==> src/rtl/spi_pkg.sv <==
// Shared definitions for the SPI endpoints (slave here, master elsewhere).
//   spi_state_e     : frame-level controller states
//   SPI_BYTE_W      : frame width in bits
//   sample_on_rise  : 1 when the data sample edge is SCLK rising for the
//                     given (cpol, cpha) mode pair
package spi_pkg;

    localparam int unsigned SPI_BYTE_W = 8;

    typedef enum logic {
        S_IDLE   = 1'b0,
        S_ACTIVE = 1'b1
    } spi_state_e;

    // Modes 0 and 3 sample on rising SCLK, modes 1 and 2 on falling SCLK.
    function automatic logic sample_on_rise(input logic cpol, input logic cpha);
        return (cpol ^ cpha) == 1'b0;
    endfunction

endpackage

==> src/rtl/spi_sync.sv <==
// Single-bit flop-chain synchronizer for asynchronous pin inputs.
//   clk_i   : system clock
//   rstn_i  : async active-low reset; every stage resets to p_rst_val
//   d_i     : asynchronous input
//   q_o     : synchronized output, p_stages clk_i cycles behind d_i
module spi_sync #(
    parameter int   p_stages  = 2,
    parameter logic p_rst_val = 1'b0
) (
    input  logic clk_i,
    input  logic rstn_i,
    input  logic d_i,
    output logic q_o
);

    logic [p_stages-1:0] ff_q;

    if (p_stages < 2) begin : g_bad_depth
        $error("spi_sync: p_stages must be at least 2");
    end

    always_ff @(posedge clk_i or negedge rstn_i) begin
        if (!rstn_i) begin
            ff_q <= {p_stages{p_rst_val}};
        end else begin
            ff_q <= {ff_q[p_stages-2:0], d_i};
        end
    end

    assign q_o = ff_q[p_stages-1];

endmodule

==> src/rtl/spi_slave.sv <==
// SPI slave endpoint, fully oversampled in the clk_i domain.
//
// state    | meaning
// ---------+--------------------------------------------------------------
// S_IDLE   | not selected; MISO tri-stated (oe=0), edges ignored
// S_ACTIVE | selected; sample edges shift RX in, shift edges drive TX out
//
// Ports:
//   clk_i, rstn_i       : system clock, async active-low reset
//   sclk_i, cs_i, mosi_i: raw SPI pins from the master (asynchronous)
//   miso_o, miso_oe_o   : slave-out data and its output enable
//   tx_data_i/tx_load_i : write into the single-entry TX buffer when tx_ready_o
//   tx_ready_o          : TX buffer empty
//   rx_data_o/rx_valid_o: last complete byte, one-cycle valid pulse
//   tx_underrun_o       : one-cycle pulse, a byte started with an empty buffer
//   busy_o              : selected (synchronized cs low)
module spi_slave
    import spi_pkg::*;
#(
    parameter logic p_cpol        = 1'b0,
    parameter logic p_cpha        = 1'b0,
    parameter int   p_sync_stages = 2
) (
    input  logic                  clk_i,
    input  logic                  rstn_i,
    input  logic                  sclk_i,
    input  logic                  cs_i,
    input  logic                  mosi_i,
    output logic                  miso_o,
    output logic                  miso_oe_o,
    input  logic [SPI_BYTE_W-1:0] tx_data_i,
    input  logic                  tx_load_i,
    output logic                  tx_ready_o,
    output logic [SPI_BYTE_W-1:0] rx_data_o,
    output logic                  rx_valid_o,
    output logic                  tx_underrun_o,
    output logic                  busy_o
);

    localparam logic                SAMPLE_RISE = sample_on_rise(p_cpol, p_cpha);
    localparam int                  CNT_W       = $clog2(SPI_BYTE_W);
    localparam logic [CNT_W-1:0]    LAST_BIT    = CNT_W'(SPI_BYTE_W - 1);

    // ---------------- pin synchronization and edge detection ----------------
    logic sclk_s, cs_s, mosi_s;
    logic sclk_q, cs_q;

    spi_sync #(.p_stages(p_sync_stages), .p_rst_val(p_cpol)) u_sync_sclk (
        .clk_i  (clk_i),
        .rstn_i (rstn_i),
        .d_i    (sclk_i),
        .q_o    (sclk_s)
    );

    spi_sync #(.p_stages(p_sync_stages), .p_rst_val(1'b1)) u_sync_cs (
        .clk_i  (clk_i),
        .rstn_i (rstn_i),
        .d_i    (cs_i),
        .q_o    (cs_s)
    );

    spi_sync #(.p_stages(p_sync_stages), .p_rst_val(1'b0)) u_sync_mosi (
        .clk_i  (clk_i),
        .rstn_i (rstn_i),
        .d_i    (mosi_i),
        .q_o    (mosi_s)
    );

    always_ff @(posedge clk_i or negedge rstn_i) begin
        if (!rstn_i) begin
            sclk_q <= p_cpol;
            cs_q   <= 1'b1;
        end else begin
            sclk_q <= sclk_s;
            cs_q   <= cs_s;
        end
    end

    logic sclk_rise, sclk_fall, sample_edge, shift_edge, cs_fall, cs_rise;

    assign sclk_rise   = sclk_s & ~sclk_q;
    assign sclk_fall   = ~sclk_s & sclk_q;
    assign sample_edge = SAMPLE_RISE ? sclk_rise : sclk_fall;
    assign shift_edge  = SAMPLE_RISE ? sclk_fall : sclk_rise;
    assign cs_fall     = ~cs_s & cs_q;
    assign cs_rise     = cs_s & ~cs_q;

    // ---------------- frame controller ----------------
    spi_state_e state_q, state_d;

    logic                  sample_act, shift_act, load_now, frame_abort;
    logic                  pend_set, pend_clr;
    logic                  load_pend_q;
    logic [CNT_W-1:0]      bit_cnt_q;
    logic [SPI_BYTE_W-1:0] rx_shift_q, tx_shift_q, tx_buf_q;
    logic                  tx_full_q;

    always_ff @(posedge clk_i or negedge rstn_i) begin
        if (!rstn_i) begin
            state_q <= S_IDLE;
        end else begin
            state_q <= state_d;
        end
    end

    // load_pend marks "the next shift edge starts a new byte": set at select
    // for cpha=1 (first edge of the frame is a shift edge) and after every
    // 8th sample edge in both modes. For cpha=0 the first byte of a frame is
    // loaded directly at select so its MSB is on MISO before the first edge.
    always_comb begin
        state_d     = state_q;
        sample_act  = 1'b0;
        shift_act   = 1'b0;
        load_now    = 1'b0;
        frame_abort = 1'b0;
        pend_set    = 1'b0;
        pend_clr    = 1'b0;
        case (state_q)
            S_IDLE: begin
                if (cs_fall) begin
                    state_d  = S_ACTIVE;
                    load_now = ~p_cpha;
                    pend_set = p_cpha;
                end
            end
            S_ACTIVE: begin
                if (cs_rise) begin
                    state_d     = S_IDLE;
                    frame_abort = 1'b1;
                    pend_clr    = 1'b1;
                end else begin
                    sample_act = sample_edge;
                    shift_act  = shift_edge;
                    load_now   = shift_edge & load_pend_q;
                    pend_clr   = shift_edge & load_pend_q;
                    pend_set   = sample_edge & (bit_cnt_q == LAST_BIT);
                end
            end
            default: state_d = S_IDLE;
        endcase
    end

    always_ff @(posedge clk_i or negedge rstn_i) begin
        if (!rstn_i) begin
            load_pend_q <= 1'b0;
        end else if (pend_clr) begin
            load_pend_q <= 1'b0;
        end else if (pend_set) begin
            load_pend_q <= 1'b1;
        end
    end

    // ---------------- receive path ----------------
    always_ff @(posedge clk_i or negedge rstn_i) begin
        if (!rstn_i) begin
            rx_shift_q <= '0;
            bit_cnt_q  <= '0;
            rx_data_o  <= '0;
            rx_valid_o <= 1'b0;
        end else begin
            rx_valid_o <= 1'b0;
            if (frame_abort) begin
                // partial byte is dropped without a valid pulse
                rx_shift_q <= '0;
                bit_cnt_q  <= '0;
            end else if (sample_act) begin
                rx_shift_q <= {rx_shift_q[SPI_BYTE_W-2:0], mosi_s};
                if (bit_cnt_q == LAST_BIT) begin
                    rx_data_o  <= {rx_shift_q[SPI_BYTE_W-2:0], mosi_s};
                    rx_valid_o <= 1'b1;
                    bit_cnt_q  <= '0;
                end else begin
                    bit_cnt_q <= bit_cnt_q + 1'b1;
                end
            end
        end
    end

    // ---------------- transmit path ----------------
    // A load with the buffer full consumes it; loading while empty sends
    // zeros and flags an underrun. tx_load_i is only honoured while empty,
    // so a write can never collide with a consume.
    logic tx_accept;
    assign tx_accept = tx_load_i & ~tx_full_q;

    always_ff @(posedge clk_i or negedge rstn_i) begin
        if (!rstn_i) begin
            tx_full_q     <= 1'b0;
            tx_buf_q      <= '0;
            tx_shift_q    <= '0;
            tx_underrun_o <= 1'b0;
        end else begin
            tx_underrun_o <= load_now & ~tx_full_q;
            if (load_now && tx_full_q) begin
                tx_full_q <= 1'b0;
            end else if (tx_accept) begin
                tx_full_q <= 1'b1;
                tx_buf_q  <= tx_data_i;
            end
            if (frame_abort) begin
                tx_shift_q <= '0;
            end else if (load_now) begin
                tx_shift_q <= tx_full_q ? tx_buf_q : '0;
            end else if (shift_act) begin
                tx_shift_q <= {tx_shift_q[SPI_BYTE_W-2:0], 1'b0};
            end
        end
    end

    // ---------------- outputs ----------------
    assign busy_o     = (state_q == S_ACTIVE);
    assign miso_oe_o  = (state_q == S_ACTIVE);
    assign miso_o     = miso_oe_o ? tx_shift_q[SPI_BYTE_W-1] : 1'b0;
    assign tx_ready_o = ~tx_full_q;

endmodule

==> config.mk <==
export PLATFORM = sky130hd
export DESIGN_NAME = spi_slave
export DESIGN_NICKNAME = d
export VERILOG_FILES = /design/src/rtl/spi_pkg.sv /design/src/rtl/spi_sync.sv /design/src/rtl/spi_slave.sv
export SDC_FILE = /design/constraint.sdc
export NUM_CORES = 1
export LEC_CHECK = 0
export BUFFER_PORTS_ARGS = -buffer_cell sky130_fd_sc_hd__buf_2
export CAP_MARGIN = 0
export CORE_ASPECT_RATIO = 1.5
export CORE_MARGIN = 5
export CORE_UTILIZATION = 55
export DETAILED_ROUTE_END_ITERATION = 16
export GPL_ROUTABILITY_DRIVEN = 1
export PLACE_DENSITY = 0.77
export SLEW_MARGIN = 20
export SYNTH_ARGS = -nofsm -noshare
export SYNTH_HDL_FRONTEND = slang
export SYNTH_HIERARCHICAL = 1
export SYNTH_SLANG_ARGS = --single-unit
==> constraint.sdc <==
create_clock -name clk_i -period 2.5 [get_ports clk_i]
set_input_delay 0 -clock clk_i [delete_from_list [all_inputs] [get_ports clk_i]]
set_output_delay 0 -clock clk_i [all_outputs]
set_load 0.1 [all_outputs]
==> results of run 1 <==
[what timing repair did]
action	4_1_cts	5_1_grt
endpoints found under the setup margin	0	0
endpoints found under the hold margin	55	0
hold buffers	12	0
[flip-flops by register name (all words and copies together), names as in the netlist]
name,count
rx_data_o,8
tx_shift_q,8
u_sync_sclk/ff_q,2
rx_valid_o,1
tx_underrun_o,1
bit_cnt_q,3
rx_shift_q,7
cs_q,1
busy_o,1
u_sync_mosi/ff_q,2
u_sync_cs/ff_q,2
load_pend_q,1
tx_full_q,1
sclk_q,1
tx_buf_q,8
[cells by family (layout without fill, tap and decap cells)]
kind of cell,after synthesis,in the layout,share of synthesized area
simple gates,44,44,0.143
compound gates,19,19,0.0803
flops,47,47,0.631
mux,16,16,0.0964
fa+ha+maj,2,2,0.0134
buf+inv,12,52,0.0361
[metal layers]
metal  global-route usage  part of all wire
met1                0.193              0.42
met4               0.0696             0.019
met2                0.296              0.52
met5                    0                 0
met3               0.0397             0.034
[per-stage QoR]
stage / utilization / hold slack (ns) / worst slack (ns) / std cells / power [mW]
CTS: 0.661 / 0.290 / 0.696 / 222 / 1.84
floorplan: - / -0.296 / 0.467 / 140 / 1.30
detailed placement: 0.600 / 0.107 / 0.697 / 202 / 1.39
global placement: 0.600 / 0.105 / 0.778 / 202 / 1.37
finish: 0.661 / 0.233 / 0.696 / 222 / 1.82
global route: 0.661 / 0.296 / 0.596 / 222 / 1.92
[worst max-delay path, delay by kind of cell, from the launching register on]
family | cells | cell delay (ns)
DFF | 1 | 0.57
muxes | 1 | 0.32
and+or+nand+nor | 3 | 0.79
[final cells by class]
type / instances / share of cell area
clock buffers: 7 / 0.0344
multi-input cells: 81 / 0.281
repair buffers: 40 / 0.120
well taps: 42 / 0.0237
flip-flops and latches: 47 / 0.532
inverters: 4 / 0.00678
clock inverters: 1 / 0.00226
[power groups by stage]
stage | Combinational [mW] | Clock [mW] | Sequential, mW
2_1_floorplan | 0.309 | 0 | 0.991
3_3_place_gp | 0.358 | 0 | 1.01
3_5_place_dp | 0.374 | 0 | 1.02
4_1_cts | 0.389 | 0.452 | 1.00
5_1_grt | 0.417 | 0.488 | 1.02
6_report | 0.383 | 0.433 | 1.00
[worst paths after layout]
check	startpoint	end	slack, ns	cells past startpoint
worst max-delay path	cs_q	rx_data_o[5]	0.70	4
worst min-delay path	rstn_i	busy_o	0.23	2
worst max register to register	cs_q	rx_data_o[5]	0.70	4
worst min register to register	u_sync_sclk/ff_q[0]	u_sync_sclk/ff_q[1]	0.36	0
max in group asynchronous	rstn_i	u_sync_cs/ff_q[0]	1.88	2
min in group clk_i	tx_load_i	tx_full_q	0.29	3
[cells in the final DEF, fill, tap and decap left out, types with 2 or more instances in the layout]
cell type	n
nand4b_1	7
dfrtp_1	44
nand2_1	2
dfstp_2	3
clkbuf_8	5
nand3_1	21
inv_1	3
a22o_1	10
ha_1	2
nor2_1	2
buf_2	26
and2_1	2
dlygate4sd3_1	12
mux2_2	16
buf_4	2
nor2b_1	3
clkbuf_1	2
==> run metrics, run 1 <==
top cells by area, synth=dfrtp_1 59%, mux2_2 9.6%, nand3_1 5.6%; Post-synth EDFFs=0; register area=~0.0012 mm2; CP Max Fanout=11; slew of the pin with the lowest slew margin=0.736 ns; leading area contributor after synthesis=dfrtp_1; clk_lat worst skew=0.30 ns; CP endpoint kind=register; Cell Int Power=1.25 mW; global-route wire length before repair=5980 um; Worst Path Class, Setup=reg2reg; cell with the most instances after synthesis=dfrtp_1; post-DP HPWL=2340 um; Routed WL per cell=15.5 um; Arrival @ worst endpoint=1.98 ns; Max Fclk=0.554 GHz; Routed WL=approximately 3400 um; vias per inst=about 5.5; net switching power=570 uW; Overflow after GRT=0; count of pins over their slew limit=0; largest net degree at the start of global routing=48; Final GP Congestion=~0.78; sequential area share after synthesis=0.631; Synth top area share=0.589; Mapped Cells=140; Netlist cell types=33; static leakage=about 1.1 nW; Post-Syn Area=0.00187 mm2; VDD IR max=roughly 530 uV; root buffer cell=clkbuf_8; Die Area=0.00469 mm2; clock transition at the registers of the reported paths=~0.090 ns; post-route ant nets=0; width of the chip=57.6 um; Slew HR=0.509; Resized Gates After CTS=0; Num CTS Buffers=5; htree depth=2; Net Sw Frac=0.313; FILL cells=between 200 and 300; DRC=0; Syn Nets=156; cell area after layout=0.00222 mm2; Initial Util=0.558; sequential power share=0.551; area of placed instances=0.00201 mm2; nets=195; combinational power share=0.211; status=completed; ANT cells=0; min Tclk post-route=between 1.5 and 2 ns; initial DRC count=34; CP cell instances=nand2b_1 -> and3_1 -> nand2_2 -> mux2_2; share of cells above drive strength 1=0.311; GRT Total Usage=0.168; area occupied by multi-input gates=slightly above 600 um2; CTS tree=yes; setup tns final=0 ns; Seq cells post-synth=47; Critical-path top delay cell=dfstp_2; Syn. warnings=6; Final setup viols=0; Die Height=roughly 81 um; Clock Path Buffers=2; RSZ-0062 raised after global routing=false; syn avg cell area=13.4 um2; WP data required=2.68 ns; I/O Buffers=27; vias in the first global route=1333; clock tree sinks=47; Setup Buffers After CTS=0; share of power burned in the clock network=0.238; period utilisation layout=0.722; worst hold path class=in2async; post-synthesis async set-or-reset flop share=1.00; top_reg_cell synth=dfrtp_1; via count=1229; area delta synth->final=18.5%; clock skew=roughly 0.012 ns; core area=0.00335 mm2; initial antenna violation count=0; Final Hold Vio Count=0; pwr dens=821 mW/mm2; synth cell count leaders=44 x dfrtp_1, 21 x nand3_1, 16 x mux2_2; Max Cap Viol=0; I/O pin count=28; first drt pass iteration count=4; Critical Path Start Type=register; CP max stage delay=roughly 0.57 ns; row cnt=26
Power figures use the tool's default switching activity.
==> run 2, diff against run 1 <==
Settings changed: ABC_AREA from default to 1.
Clock period 2.5 ns to 1.7 ns, I/O delays scaled along.
==> run 2 against run 1 <==
Sequential share of layout area shrank 5.0 points. Wire length shrank 3.7%. Core utilization grew 0.91 points. Sequential cell count is the same. Clock power grew 83%. Setup slack lost 0.42 ns. Combinational power grew to 2.6 times the previous value. Hold slack lost 0.19 ns. Non-clock buffer count is the same. Synthesized cell count grew 40%. Critical path type unchanged. Largest power group unchanged.
==> run metrics, run 2 <==
Final Hold Vio Count=0; Setup Buffers After CTS=0; Die Area=0.00511 mm2; initial DRC count=slightly below 70; setup tns final=0 ns; I/O Buffers=27; DRC=0; static leakage=1.31 nW; DRT met1 WL=1350 um; largest net degree at the start of global routing=32; CTS tree=yes; Highest Signal Layer=met4; post-synthesis simple-gate area fraction=0.235; Overflow after GRT=0; cell with the most instances after synthesis=nand2_1; Fin Hold WS=between 0.04 and 0.05 ns; cell area after layout=roughly 0.0024 mm2; combinational power share=0.295; top_reg_cell synth=dfrtp_1; Final setup viols=0; post-synthesis async set-or-reset flop share=1.00; commonest non-fill, non-tap cell in the layout=nand2_1; core area=0.00365 mm2; leading area contributor after synthesis=dfrtp_1; placed cell count=262; Critical Path Start Type=register; Seq cells post-synth=47; I/O pin count=28; Num CTS Buffers=5; worst hold path class=in2reg; status=completed; root buffer cell=clkbuf_8; Post-synth EDFFs=0; nets=around 250; share of power burned in the clock network=0.237; sequential power share=0.469; clock tree sinks=47; Syn. warnings=6; sequential area share after synthesis=0.570; Non-Filler Instances=282; worst setup margin=0.274 ns; Max Cap Viol=0; first drt pass iteration count=4; Cell Int Power=2.16 mW; ANT cells=0; post-synthesis xor/xnor area fraction=0; top cells by area, synth=dfrtp_1 53%, nand2_1 8.9%, nand3_1 4.6%; FILL cells=304; commonest non-fill, non-tap cells in the layout=49 x nand2_1, 43 x dfrtp_1, 27 x buf_2, 21 x inv_1, 19 x nand3_1; syn avg cell area=10.6 um2; initial antenna violation count=0; post-route ant nets=0; row cnt=27; compound-gate portion of the synthesized area=0.0684; Slew HR=0.558; met3 wire len=182 um; DR WL met2=1730 um; pwr dens=1370 mW/mm2; Die Height=85.1 um; count of pins over their slew limit=0; vias per inst=between 4 and 5; area of placed instances=~0.0022 mm2; mux contribution to synthesized area=0.0436; Final GP Congestion=0.745; post-DP HPWL=2320 um; min Tclk post-route=about 1.4 ns; Max Fclk=0.701 GHz; share of cells above drive strength 1=0.297; WP data required=1.88 ns; vias in the first global route=approximately 1.4k; VDD IR max=around 1200 uV; Post-Syn Area=0.00207 mm2; Clock Path Buffers=2; Netlist cell types=25; Worst Path Class, Setup=reg2reg; Mapped Cells=196; pre-CTS WS=0.282 ns; Initial Util=0.567; via count=1367; area delta synth->final=18.3%; Net Sw Frac=0.355; Routed WL=3320 um; Top Registers=rx_data_o x8, tx_buf_q x8, tx_shift_q x8; Syn Nets=212; CP Max Fanout=18; period utilisation layout=0.839; global-route wire length before repair=6180 um; net switching power=1.19 mW; CP endpoint kind=register; largest family of logic cells by synthesized area=simple AND/OR/NAND/NOR gates; synth cell count leaders=49 x nand2_1, 44 x dfrtp_1, 21 x inv_1; clock transition at the registers of the reported paths=0.08 ns; htree depth=2; slew of the pin with the lowest slew margin=0.663 ns; Arrival @ worst endpoint=1.61 ns; Synth Area in Adders=0.0121; Synth top area share=0.532; width of the chip=60.1 um; clk_lat worst skew=0.30 ns; Routed WL per cell=between 10 and 15 um; GRT Total Usage=0.158; RSZ-0062 raised after global routing=false; clock skew=~0.0085 ns
[run 2: power groups by stage]
| stage | registers (mW) | clock network [mW] | logic [mW] |
|---|---|---|---|
| after floorplan | 1.58 | 0 | 0.821 |
| after global placement | 1.59 | 0 | 0.956 |
| after detailed placement | 1.59 | 0 | 0.977 |
| after CTS | 1.57 | 0.814 | 1.00 |
| after global routing | 1.61 | 0.854 | 1.11 |
| final | 1.57 | 0.794 | 0.987 |
[run 2: what timing repair did]
action / 4_1_cts / 5_1_grt
hold buffers: 12 / 0
gates resized for setup: 0 / 0
hold endpoints to repair: 38 / 0
[run 2: logic make-up (layout without fill, tap and decap cells)]
family / count (synthesis) / count (layout)
AND/OR/NAND/NOR: 90 / 90
AO/OA/AOI/OAI: 19 / 19
buffers and inverters: 30 / 73
flip-flops: 47 / 47
adder cells (fa/ha/maj): 2 / 2
multiplexers: 8 / 8
[run 2: worst max-delay path, cell delays in order (launching register included)]
cell and delay [ns]:
dfstp_2 0.57, inv_1 0.07, nand3_4 0.08, nand2_8 0.08, nand2_8 0.13, nand2_1 0.18
nand2_1 0.12, nand2_1 0.06
[run 2: per-layer routing]
metal,vias up,GRT usage
met1,626,0.201
li1,707,-
met3,5,0.0441
met4,0,0.0605
met5,-,0
met2,29,0.251
[run 2: worst paths after layout]
path,startpoint,end,slack (ns),cells past startpoint
worst max-delay path,u_sync_cs/ff_q[1],tx_shift_q[7],0.27,7
worst min-delay path,tx_load_i,tx_full_q,0.04,3
worst max register to register,u_sync_cs/ff_q[1],tx_shift_q[7],0.27,7
worst min register to register,u_sync_sclk/ff_q[0],u_sync_sclk/ff_q[1],0.35,0
max in group asynchronous,rstn_i,tx_buf_q[5],0.74,3
min in group asynchronous,rstn_i,rx_shift_q[3],0.27,2
[run 2: layout make-up]
| class | instances | area [um2] | share of cell area |
|---|---|---|---|
| Sequential cell | 47 | 1180 | 0.483 |
| Multi-Input combinational cell | 119 | 743 | 0.304 |
| Timing Repair Buffer | 40 | 263 | 0.107 |
| Inverter | 25 | 98.8 | 0.0404 |
| Clock buffer | 7 | 76.3 | 0.0312 |
| Tap cell | 43 | 53.8 | 0.0220 |
| Clock inverter | 1 | 30.0 | 0.0123 |
[run 2: stage by stage]
stage	util	total power, mW
floorplan	-	2.40
global placement	0.608	2.54
detailed placement	0.608	2.56
CTS	0.670	3.39
global route	0.670	3.57
finish	0.670	3.35
